===== src/rtl/lif_neuron_if.sv =====
// Bundle between the layer controller / axon fabric and one LIF neuron:
// weight write port, axon handshake and spike/potential status.
interface lif_neuron_if #(
    parameter int N_INPUTS = 8,
    parameter int WEIGHT_W = 8,
    parameter int POT_W    = 16,
    parameter int ADDR_W   = (N_INPUTS > 1) ? $clog2(N_INPUTS) : 1
);
    logic                wr_en;
    logic [ADDR_W-1:0]   wr_addr;
    logic [WEIGHT_W-1:0] wr_data;
    logic                axon_valid;
    logic [N_INPUTS-1:0] axon;
    logic                axon_ready;
    logic                spike;
    logic [POT_W-1:0]    potential;
    logic                refract;

    modport master (
        output wr_en, wr_addr, wr_data, axon_valid, axon,
        input  axon_ready, spike, potential, refract
    );

    modport slave (
        input  wr_en, wr_addr, wr_data, axon_valid, axon,
        output axon_ready, spike, potential, refract
    );
endinterface


===== src/rtl/lif_neuron.sv =====
// Leaky integrate-and-fire neuron: N weighted synapses accumulated serially,
// signed saturating membrane potential, shift-based leak, refractory period.
//
// state     | meaning
// ----------+-------------------------------------------------------------
// S_IDLE    | ready for an axon vector; leak applied on acceptance
// S_ACCUM   | adding weight[k] for each set axon bit, one synapse per cycle
// S_FIRE    | one cycle holding the committed result / spike pulse
// S_REFRACT | one cycle consuming a discarded vector, refract count - 1
module lif_neuron #(
    parameter int N_INPUTS      = 8,
    parameter int WEIGHT_W      = 8,
    parameter int POT_W         = 16,
    parameter int THRESHOLD     = 64,
    parameter int LEAK_SHIFT    = 3,
    parameter int REFRACT_STEPS = 2
) (
    input logic         clk,
    input logic         rst,
    lif_neuron_if.slave bus
);
    localparam int ADDR_W = (N_INPUTS > 1) ? $clog2(N_INPUTS) : 1;
    localparam int RC_W   = (REFRACT_STEPS > 0) ? $clog2(REFRACT_STEPS + 1) : 1;
    localparam logic [ADDR_W-1:0]       K_LAST = ADDR_W'(N_INPUTS - 1);
    localparam logic [RC_W-1:0]         RC_INIT = RC_W'(REFRACT_STEPS);
    localparam logic signed [POT_W-1:0] THRESH  = POT_W'(THRESHOLD);

    typedef enum logic [1:0] {S_IDLE, S_ACCUM, S_FIRE, S_REFRACT} state_t;

    state_t                     state, state_nx;
    logic signed [WEIGHT_W-1:0] weight [N_INPUTS];
    logic [N_INPUTS-1:0]        axon_q;
    logic [ADDR_W-1:0]          k;
    logic signed [POT_W-1:0]    acc;
    logic signed [POT_W-1:0]    potential;
    logic [RC_W-1:0]            refract_cnt;
    logic                       spike;

    logic signed [WEIGHT_W-1:0] w_k;
    logic signed [POT_W:0]      sum_wide;
    logic signed [POT_W-1:0]    sum_sat;
    logic signed [POT_W-1:0]    acc_add;
    logic signed [POT_W-1:0]    leaked;
    logic                       fire;
    logic                       addr_ok;

    always_comb begin
        w_k      = weight[k];
        sum_wide = {acc[POT_W-1], acc} + {{(POT_W + 1 - WEIGHT_W){w_k[WEIGHT_W-1]}}, w_k};
        // One guard bit is enough: a disagreement with the sign bit means overflow.
        if (sum_wide[POT_W] != sum_wide[POT_W-1])
            sum_sat = sum_wide[POT_W] ? {1'b1, {(POT_W-1){1'b0}}} : {1'b0, {(POT_W-1){1'b1}}};
        else
            sum_sat = sum_wide[POT_W-1:0];
        acc_add = axon_q[k] ? sum_sat : acc;
        leaked  = (LEAK_SHIFT == 0) ? potential : potential - (potential >>> LEAK_SHIFT);
        fire    = (acc_add >= THRESH);
        addr_ok = (32'(bus.wr_addr) < 32'(N_INPUTS));
    end

    always_ff @(posedge clk or posedge rst) begin
        if (rst) state <= S_IDLE;
        else     state <= state_nx;
    end

    always_comb begin
        state_nx = state;
        case (state)
            S_IDLE:    if (bus.axon_valid) state_nx = (refract_cnt != '0) ? S_REFRACT : S_ACCUM;
            S_ACCUM:   if (k == K_LAST) state_nx = S_FIRE;
            S_FIRE:    state_nx = S_IDLE;
            S_REFRACT: state_nx = S_IDLE;
            default:   state_nx = S_IDLE;
        endcase
    end

    always_ff @(posedge clk or posedge rst) begin
        if (rst) begin
            for (int i = 0; i < N_INPUTS; i++) weight[i] <= '0;
            axon_q      <= '0;
            k           <= '0;
            acc         <= '0;
            potential   <= '0;
            refract_cnt <= '0;
            spike       <= 1'b0;
        end else begin
            // The read of weight[k] above sees the pre-edge value on a collision.
            if (bus.wr_en && addr_ok) weight[bus.wr_addr] <= bus.wr_data;
            spike <= 1'b0;
            case (state)
                S_IDLE: begin
                    if (bus.axon_valid && refract_cnt == '0) begin
                        axon_q <= bus.axon;
                        acc    <= leaked;
                        k      <= '0;
                    end
                end
                S_ACCUM: begin
                    acc <= acc_add;
                    k   <= k + 1'b1;
                    if (k == K_LAST) begin
                        if (fire) begin
                            spike       <= 1'b1;
                            potential   <= '0;
                            refract_cnt <= RC_INIT;
                        end else begin
                            potential <= acc_add;
                        end
                    end
                end
                S_REFRACT: refract_cnt <= refract_cnt - 1'b1;
                default: ;
            endcase
        end
    end

    assign bus.axon_ready = (state == S_IDLE);
    assign bus.spike      = spike;
    assign bus.potential  = potential;
    assign bus.refract    = (refract_cnt != '0);
endmodule

===== src/flat_wrapper.sv =====
// flat-port wrapper written by rule: the top's interface ports become plain ports
module lif_neuron_flat 
#(
    parameter int N_INPUTS      = 8,
    parameter int WEIGHT_W      = 8,
    parameter int POT_W         = 16,
    parameter int THRESHOLD     = 64,
    parameter int LEAK_SHIFT    = 3,
    parameter int REFRACT_STEPS = 2
)
  (clk, rst, bus_wr_en, bus_wr_addr, bus_wr_data, bus_axon_valid, bus_axon, bus_axon_ready, bus_spike, bus_potential, bus_refract);
  lif_neuron_if #(.N_INPUTS(N_INPUTS), .WEIGHT_W(WEIGHT_W), .POT_W(POT_W)) bus_i ();
  input logic clk;
  input logic rst;
  input wire logic [$bits(bus_i.wr_en)-1:0] bus_wr_en;
  input wire logic [$bits(bus_i.wr_addr)-1:0] bus_wr_addr;
  input wire logic [$bits(bus_i.wr_data)-1:0] bus_wr_data;
  input wire logic [$bits(bus_i.axon_valid)-1:0] bus_axon_valid;
  input wire logic [$bits(bus_i.axon)-1:0] bus_axon;
  output wire logic [$bits(bus_i.axon_ready)-1:0] bus_axon_ready;
  output wire logic [$bits(bus_i.spike)-1:0] bus_spike;
  output wire logic [$bits(bus_i.potential)-1:0] bus_potential;
  output wire logic [$bits(bus_i.refract)-1:0] bus_refract;
  assign bus_i.wr_en = bus_wr_en;
  assign bus_i.wr_addr = bus_wr_addr;
  assign bus_i.wr_data = bus_wr_data;
  assign bus_i.axon_valid = bus_axon_valid;
  assign bus_i.axon = bus_axon;
  assign bus_axon_ready = bus_i.axon_ready;
  assign bus_spike = bus_i.spike;
  assign bus_potential = bus_i.potential;
  assign bus_refract = bus_i.refract;
  lif_neuron #(.N_INPUTS(N_INPUTS), .WEIGHT_W(WEIGHT_W), .POT_W(POT_W), .THRESHOLD(THRESHOLD), .LEAK_SHIFT(LEAK_SHIFT), .REFRACT_STEPS(REFRACT_STEPS)) u_core (.clk(clk), .rst(rst), .bus(bus_i));
endmodule

===== config.mk =====
export PLATFORM = sky130hd
export DESIGN_NAME = lif_neuron_flat
export DESIGN_NICKNAME = d
export VERILOG_FILES = /design/src/rtl/lif_neuron_if.sv /design/src/rtl/lif_neuron.sv /design/src/flat_wrapper.sv
export SDC_FILE = /design/constraint.sdc
export NUM_CORES = 1
export LEC_CHECK = 0
export CAP_MARGIN = 0
export CELL_PAD_IN_SITES_DETAIL_PLACEMENT = 1
export CELL_PAD_IN_SITES_GLOBAL_PLACEMENT = 1
export CORE_UTILIZATION = 43
export CTS_CLUSTER_DIAMETER = 100
export CTS_CLUSTER_SIZE = 28
export DETAILED_ROUTE_END_ITERATION = 12
export PLACE_DENSITY = 0.76
export SYNTH_ARGS = -nofsm -noshare
export SYNTH_HDL_FRONTEND = slang
export SYNTH_SLANG_ARGS = --single-unit

===== constraint.sdc =====
create_clock -name clk -period 4.4 [get_ports clk]
set_input_delay 0.66 -clock clk [delete_from_list [all_inputs] [get_ports clk]]
set_output_delay 0.66 -clock clk [all_outputs]
set_load 0.005 [all_outputs]

==> flow_metrics.env, run 1 <==
export IMPL_start_util_pct=44.40
export IMPL_synth_xor_area_share_pct=2.833
export IMPL_path_clk_slew_ps=70
export IMPL_required_ps=4670
export IMPL_worstSetupEndpointType="flip-flop"
export IMPL_synth_fp_nets=694
export IMPL_yosys_warnings=0
export IMPL_async_flop_share_pct=100.0
export IMPL_synth_edf_count=0
export IMPL_synthMuxAreaShare_pct=18.86
export IMPL_ys_seq_area_share_pct=41.21
export IMPL_ios=42
export IMPL_hold_violations=0
export IMPL_synthCells=635
export IMPL_yosys_area_top_type="dfrtp_1"
export IMPL_cts_hold_buf=0
export IMPL_grt_max_degree=73
export IMPL_die_w_um=127.8
export IMPL_clock_path_buffers=2
export IMPL_dp_cells=878
export IMPL_numCtsBuffers=9
export IMPL_startpoint_type="flip-flop"
export IMPL_row_count=45
export IMPL_gp_congestion=0.8793
export IMPL_wl_mm=18.78
export IMPL_dp_slack_ps=-87.80
export IMPL_htreeDepth=3
export IMPL_core_area_um2=15310
export IMPL_ys_ff_latch=112
export IMPL_syn_area_um2=6800
export IMPL_outcome="complete, no violations"
export IMPL_fmax_mhz=236.3
export IMPL_synth_area_top_cells="dfrtp_1 41%, mux2_2 12%, ha_1 6.3%, mux4_2 6.0%, nand2_1 3.4%"
export IMPL_track_usage_pct=24.72
export IMPL_area_growth_synth_to_final_pct=17.48
export IMPL_wire_per_inst_um=20.91
export IMPL_dieHeight_um=127.8
export IMPL_n_fill_cell=1660
export IMPL_firstDrtPassIters=4
export IMPL_grt_pass1_vias=5802
export IMPL_cts_tree="yes"
export IMPL_grt_ovfl_total=0
export IMPL_timing_setup_tns_ps=0
export IMPL_portBuffers=41
export IMPL_die_area_um2=16320
export IMPL_final_core_util_pct=52.16
export IMPL_antenna_found_initial=0
export IMPL_hold_path_class="reg2reg"
export IMPL_vias_per_cell=5.902
export IMPL_cts_root_buf="clkbuf_16"
export IMPL_vias=5300
export IMPL_synthFlopType="dfrtp_1"
export IMPL_fin_nets=741
export IMPL_postRouteAntennaNets=0
export IMPL_period_needed_ps=4231
export IMPL_synth_compound_gate_area_share_pct=15.38
export IMPL_path_max_fanout=9
export IMPL_drt_first_iter_violations=318
export IMPL_synthAdderAreaFrac_pct=7.139
export IMPL_relSlewSlack_pct=32.04
export IMPL_drv_slew=0
export IMPL_drc_errors=0
export IMPL_layout_setup_ws_ps=168.6
export IMPL_skew_ps=9.737
export IMPL_syn_area_per_cell_um2=10.71
export IMPL_cap_violations=0
export IMPL_synth_cell_types=66
export IMPL_clock_sinks=112
export IMPL_grt_pass1_wl_mm=31.15
export IMPL_dpl_hpwl_mm=13.98
export IMPL_tightest_slew_ps=1016
export IMPL_drive_above_1_share_pct=23.29
export IMPL_antenna_cells=0
export IMPL_synth_top_family_by_area="multiplexers"
export IMPL_fin_crit_sh_pct=96.17
export IMPL_clk_latency_ps=360
export IMPL_synth_simple_area_share_pct=10.98
export IMPL_crit_type="reg2reg"
export IMPL_synth_top_area_share_pct=41.21
export IMPL_setup_violations=0
export IMPL_fin_cells=898
export IMPL_worst_ep_arrival_time_ps=4500
## cells by family (layout without fill, tap and decap cells)
| logic type | count (synthesis) | after routing |
|---|---|---|
| AND/OR/NAND/NOR | 158 | 158 |
| AO/OA/AOI/OAI | 149 | 149 |
| flip-flops | 112 | 112 |
| multiplexers | 96 | 96 |
| buffers and inverters | 60 | 112 |
| adder cells (fa/ha/maj) | 38 | 38 |
| XOR/XNOR | 22 | 22 |
## state kept, by name, indices dropped and copies added (netlist names)
name,count
u_core.acc,16
u_core.bus.potential,16
u_core.axon_q,8
u_core.refract_cnt,2
u_core.k,3
u_core.bus.spike,1
u_core.state,2
u_core.weight,64
## metrics by stage
stage                     instance area, um2  hold WS, ps
after global placement                  7520        455.3
after CTS                               7838        493.5
final                                   7989        488.9
after detailed placement                7520        476.1
after global routing                    7989        505.2
after floorplan                         6802        440.3
## final timing paths
kind,startpoint,to,slack [ps],depth (start not counted)
worst max register to register,u_core.k[0],u_core.bus.potential[5],170,13
worst max-delay path,u_core.k[0],u_core.bus.potential[5],170,13
worst min-delay path,u_core.axon_q[0],u_core.axon_q[0],490,2
worst min register to register,u_core.axon_q[0],u_core.axon_q[0],490,2
max in group asynchronous,rst,u_core.acc[15],2610,3
min in group asynchronous,rst,u_core.weight[29],850,2
## cells in the mapped netlist, types with 10 or more instances
cell type / n
o21ai_0: 31
dfrtp_1: 112
nand2b_1: 12
inv_1: 33
nand3_1: 14
nor3_1: 16
nor2_1: 27
a21o_1: 10
nand2_1: 62
mux2_2: 73
clkbuf_1: 18
a21oi_1: 23
mux4_2: 18
o221ai_1: 11
xnor2_1: 16
ha_1: 34
## cell usage in the layout (no fill, tap or decap), drive strengths merged, types with 7 or more instances in the layout
master / n
o211ai: 7
o21ai: 33
clkbuf: 12
o22ai: 7
nor3: 16
nand3: 14
dfrtp: 112
mux4: 18
clkdlybuf4s50: 41
buf: 22
mux2: 74
o221ai: 11
ha: 34
a31oi: 7
inv: 35
nand2b: 12
a21oi: 23
nor2: 27
nand2: 62
xnor2: 16
a21o: 10
## layout make-up
class                           instances  area, um2  share of cell area (%)
Clock buffer                           12      266.5                   3.336
Inverter                               33      126.4                   1.582
Sequential cell                       112       2803                   35.08
Tap cell                              211      264.0                   3.305
Timing Repair Buffer                   63      588.1                   7.361
Multi-Input combinational cell        463       3906                   48.90
Clock inverter                          4      35.03                  0.4385
## worst max-delay path, cell delays in order (launching register included)
cell,delay [ps]
dfrtp_1,400
buf_4,210
mux4_2,510
mux2_4,370
ha_2,420
and3_1,260
and3_1,200
nand3_1,140
a21oi_2,230
mux2_2,360
a211oi_2,270
a31oi_4,180
o41a_1,440
o22ai_1,160
## timing repair
action                     CTS  global route
buffers inserted             0             4
pin swaps                    0             2
setup endpoints to repair    7            19
resized for setup            4            25
## layer usage
layer,GRT usage (%),part of all wire (%),up-vias
met5,0,0,-
met4,9.135,1.9,0
met3,3.214,2.8,26
met2,42.01,50,76
met1,32.30,45,2741
li1,-,-,2457
Power of run 1 is left out: the tool's default activity adds up to more than one toggle a clock period on the data nets, which glitch-free logic cannot reach.
==> run 2: changes to the inputs <==
--- a/config.mk
+++ b/config.mk
@@ -9,10 +9,11 @@
 export CELL_PAD_IN_SITES_DETAIL_PLACEMENT = 1
 export CELL_PAD_IN_SITES_GLOBAL_PLACEMENT = 1
 export CORE_UTILIZATION = 43
-export CTS_CLUSTER_DIAMETER = 100
+export CTS_CLUSTER_DIAMETER = 30
 export CTS_CLUSTER_SIZE = 28
 export DETAILED_ROUTE_END_ITERATION = 12
 export PLACE_DENSITY = 0.76
+export SLEW_MARGIN = 20
 export SYNTH_ARGS = -nofsm -noshare
 export SYNTH_HDL_FRONTEND = slang
 export SYNTH_SLANG_ARGS = --single-unit
==> results of run 2 <==
No change in the layout: final DEF, timing and power equal those of run 1.
Power of run 2 is left out for the same reason.
==> run 3: changes to the inputs <==
--- a/config.mk
+++ b/config.mk
@@ -5,6 +5,7 @@
 export SDC_FILE = /design/constraint.sdc
 export NUM_CORES = 1
 export LEC_CHECK = 0
+export ABC_CLOCK_PERIOD_IN_PS = 4400
 export CAP_MARGIN = 0
 export CELL_PAD_IN_SITES_DETAIL_PLACEMENT = 1
 export CELL_PAD_IN_SITES_GLOBAL_PLACEMENT = 1
@@ -13,6 +14,7 @@
 export CTS_CLUSTER_SIZE = 28
 export DETAILED_ROUTE_END_ITERATION = 12
 export PLACE_DENSITY = 0.76
+export SKIP_CTS_REPAIR_TIMING = 1
 export SLEW_MARGIN = 20
 export SYNTH_ARGS = -nofsm -noshare
 export SYNTH_HDL_FRONTEND = slang
==> run 3 against run 2 <==
Worst setup slack better by 20 ps; core utilization decreased by 0.090 points; routed wire length shrank 0.14%; fmax up 0.47%; cell count grew 0.22%; die area unchanged; register-to-register slack gained 20 ps; clock skew is essentially flat; hold slack hardly changed; first-iteration DRC count down 11%; via count decreased by 0.34%; clock-buffer cell count is the same.
==> flow_metrics.env, run 3 (synthesis results as in run 1) <==
export IMPL_ios=42
export IMPL_grt_pass1_vias=5779
export IMPL_cap_violations=0
export IMPL_wire_per_inst_um=20.83
export IMPL_row_count=45
export IMPL_highest_layer="met4"
export IMPL_hold_ws_ps=488.9
export IMPL_cpPeakStageDelay_ps=500
export IMPL_wl_met3_um=601
export IMPL_core_area_um2=15310
export IMPL_crit_chain="buf_12 -> mux4_2 -> mux2_2 -> ha_1 -> o21ai_0 -> o21ai_0 -> a31oi_2 -> buf_4 -> o311ai_1 -> buf_4 -> o21ai_0 -> a31oi_2 -> o31ai_4 -> a32o_1"
export IMPL_grt_max_degree=73
export IMPL_path_clk_slew_ps=80
export IMPL_drc_errors=0
export IMPL_reg2regPathDepth=14
export IMPL_worstSetupEndpointType="flip-flop"
export IMPL_final_cell_mix="112 x dfrtp_1, 72 x mux2_2, 62 x nand2_1"
export IMPL_grt_ovfl_total=0
export IMPL_critical_path_most_common_cell="o21ai_0"
export IMPL_reg_largest_list="u_core.weight x64, u_core.acc x16, u_core.bus.potential x16"
export IMPL_drive_above_1_share_pct=23.22
export IMPL_largest_reg_flops=64
export IMPL_cp_top_family="compound AO/OA/AOI/OAI gates"
export IMPL_htreeDepth=3
export IMPL_drt_met1_wl_mm=8.375
export IMPL_firstDrtPassIters=4
export IMPL_antenna_found_initial=0
export IMPL_die_area_um2=16320
export IMPL_vias=5282
export IMPL_track_usage_pct=24.68
export IMPL_fin_cells=900
export IMPL_postRouteAntennaNets=0
export IMPL_drv_slew=0
export IMPL_timing_rr_end="u_core.bus.potential[0]"
export IMPL_vias_per_cell=5.869
export IMPL_dp_cells=878
export IMPL_r2r_start="u_core.k[0]"
export IMPL_cts_tree="yes"
export IMPL_start_util_pct=44.40
export IMPL_holdPathStages=2
export IMPL_dieHeight_um=127.8
export IMPL_layout_commonest_cell="dfrtp_1"
export IMPL_portBuffers=41
export IMPL_design_area_um2=7975
export IMPL_hp_start="u_core.axon_q[0]"
export IMPL_outcome="complete, no violations"
export IMPL_regMostFlops="u_core.weight"
export IMPL_area_growth_synth_to_final_pct=17.28
export IMPL_dpl_cell_area_um2=7520
export IMPL_fmax_mhz=237.4
export IMPL_die_w_um=127.8
export IMPL_antenna_cells=0
export IMPL_clock_sinks=112
export IMPL_cts_root_buf="clkbuf_16"
export IMPL_hold_violations=0
export IMPL_dpl_hpwl_mm=13.98
export IMPL_setup_violations=0
export IMPL_grt_pass1_wl_mm=31.09
export IMPL_relSlewSlack_pct=29.27
export IMPL_gp_congestion=0.8793
export IMPL_min_to="u_core.axon_q[0]"
export IMPL_hold_path_class="reg2reg"
export IMPL_drt_first_iter_violations=284
export IMPL_numCtsBuffers=9
export IMPL_fin_nets=743
export IMPL_crit_type="reg2reg"
export IMPL_wl_mm=18.75
export IMPL_final_core_util_pct=52.08
export IMPL_path_max_fanout=14
export IMPL_rrSetupSlack_ps=190
export IMPL_clk_latency_ps=360
export IMPL_dr_wl_met2_mm=9.440
export IMPL_cp_slowest_cell="mux4_2"
export IMPL_required_ps=4650
export IMPL_worst_ep_arrival_time_ps=4460
export IMPL_skew_ps=9.906
export IMPL_startpoint_type="flip-flop"
export IMPL_tightest_slew_ps=1057
export IMPL_fin_crit_sh_pct=95.72
export IMPL_clock_path_buffers=2
export IMPL_path_buf_inv=3
export IMPL_period_needed_ps=4212
-- run 3: tightest hold or removal path, stage by stage, from the launching register on --
cell and delay, ps:
dfrtp_1 350, nand2_1 60, nand2_1 50
-- run 3: area by class of cell --
class                   count  area [um2]
fillers                  1656        7340
clock buffers              12       266.5
repair buffers             65       603.1
multi-input cells         463        3877
clock inverters             4       35.03
inverters                  33       126.4
flip-flops and latches    112        2803
well taps                 211       264.0
-- run 3: how the worst max path moves through the flow --
| stage | from | endpoint | slack [ps] | cells after the start |
|---|---|---|---|---|
| after floorplan | u_core.k[0] | u_core.bus.potential[3] | 130 | 14 |
| after global placement | u_core.k[0] | u_core.refract_cnt[1] | 170 | 13 |
| after detailed placement | u_core.k[0] | u_core.refract_cnt[1] | -90 | 13 |
| after CTS | u_core.k[0] | u_core.refract_cnt[1] | -90 | 13 |
| after global routing | u_core.k[0] | u_core.bus.potential[5] | -60 | 15 |
| final | u_core.k[0] | u_core.bus.potential[0] | 190 | 14 |
-- run 3: layer usage --
metal	up-vias	track usage [%]
met5	-	0
met4	0	8.651
met3	24	3.130
met2	86	42.14
met1	2707	32.33
li1	2465	-
-- run 3: per-stage QoR --
stage,TNS [ps],setup WS [ps]
floorplan,0,125.7
global placement,0,166.9
detailed placement,-136.7,-87.80
CTS,-245.6,-90.14
global route,-94.97,-64.08
finish,0,188.3
Power of run 3 is left out for the same reason.
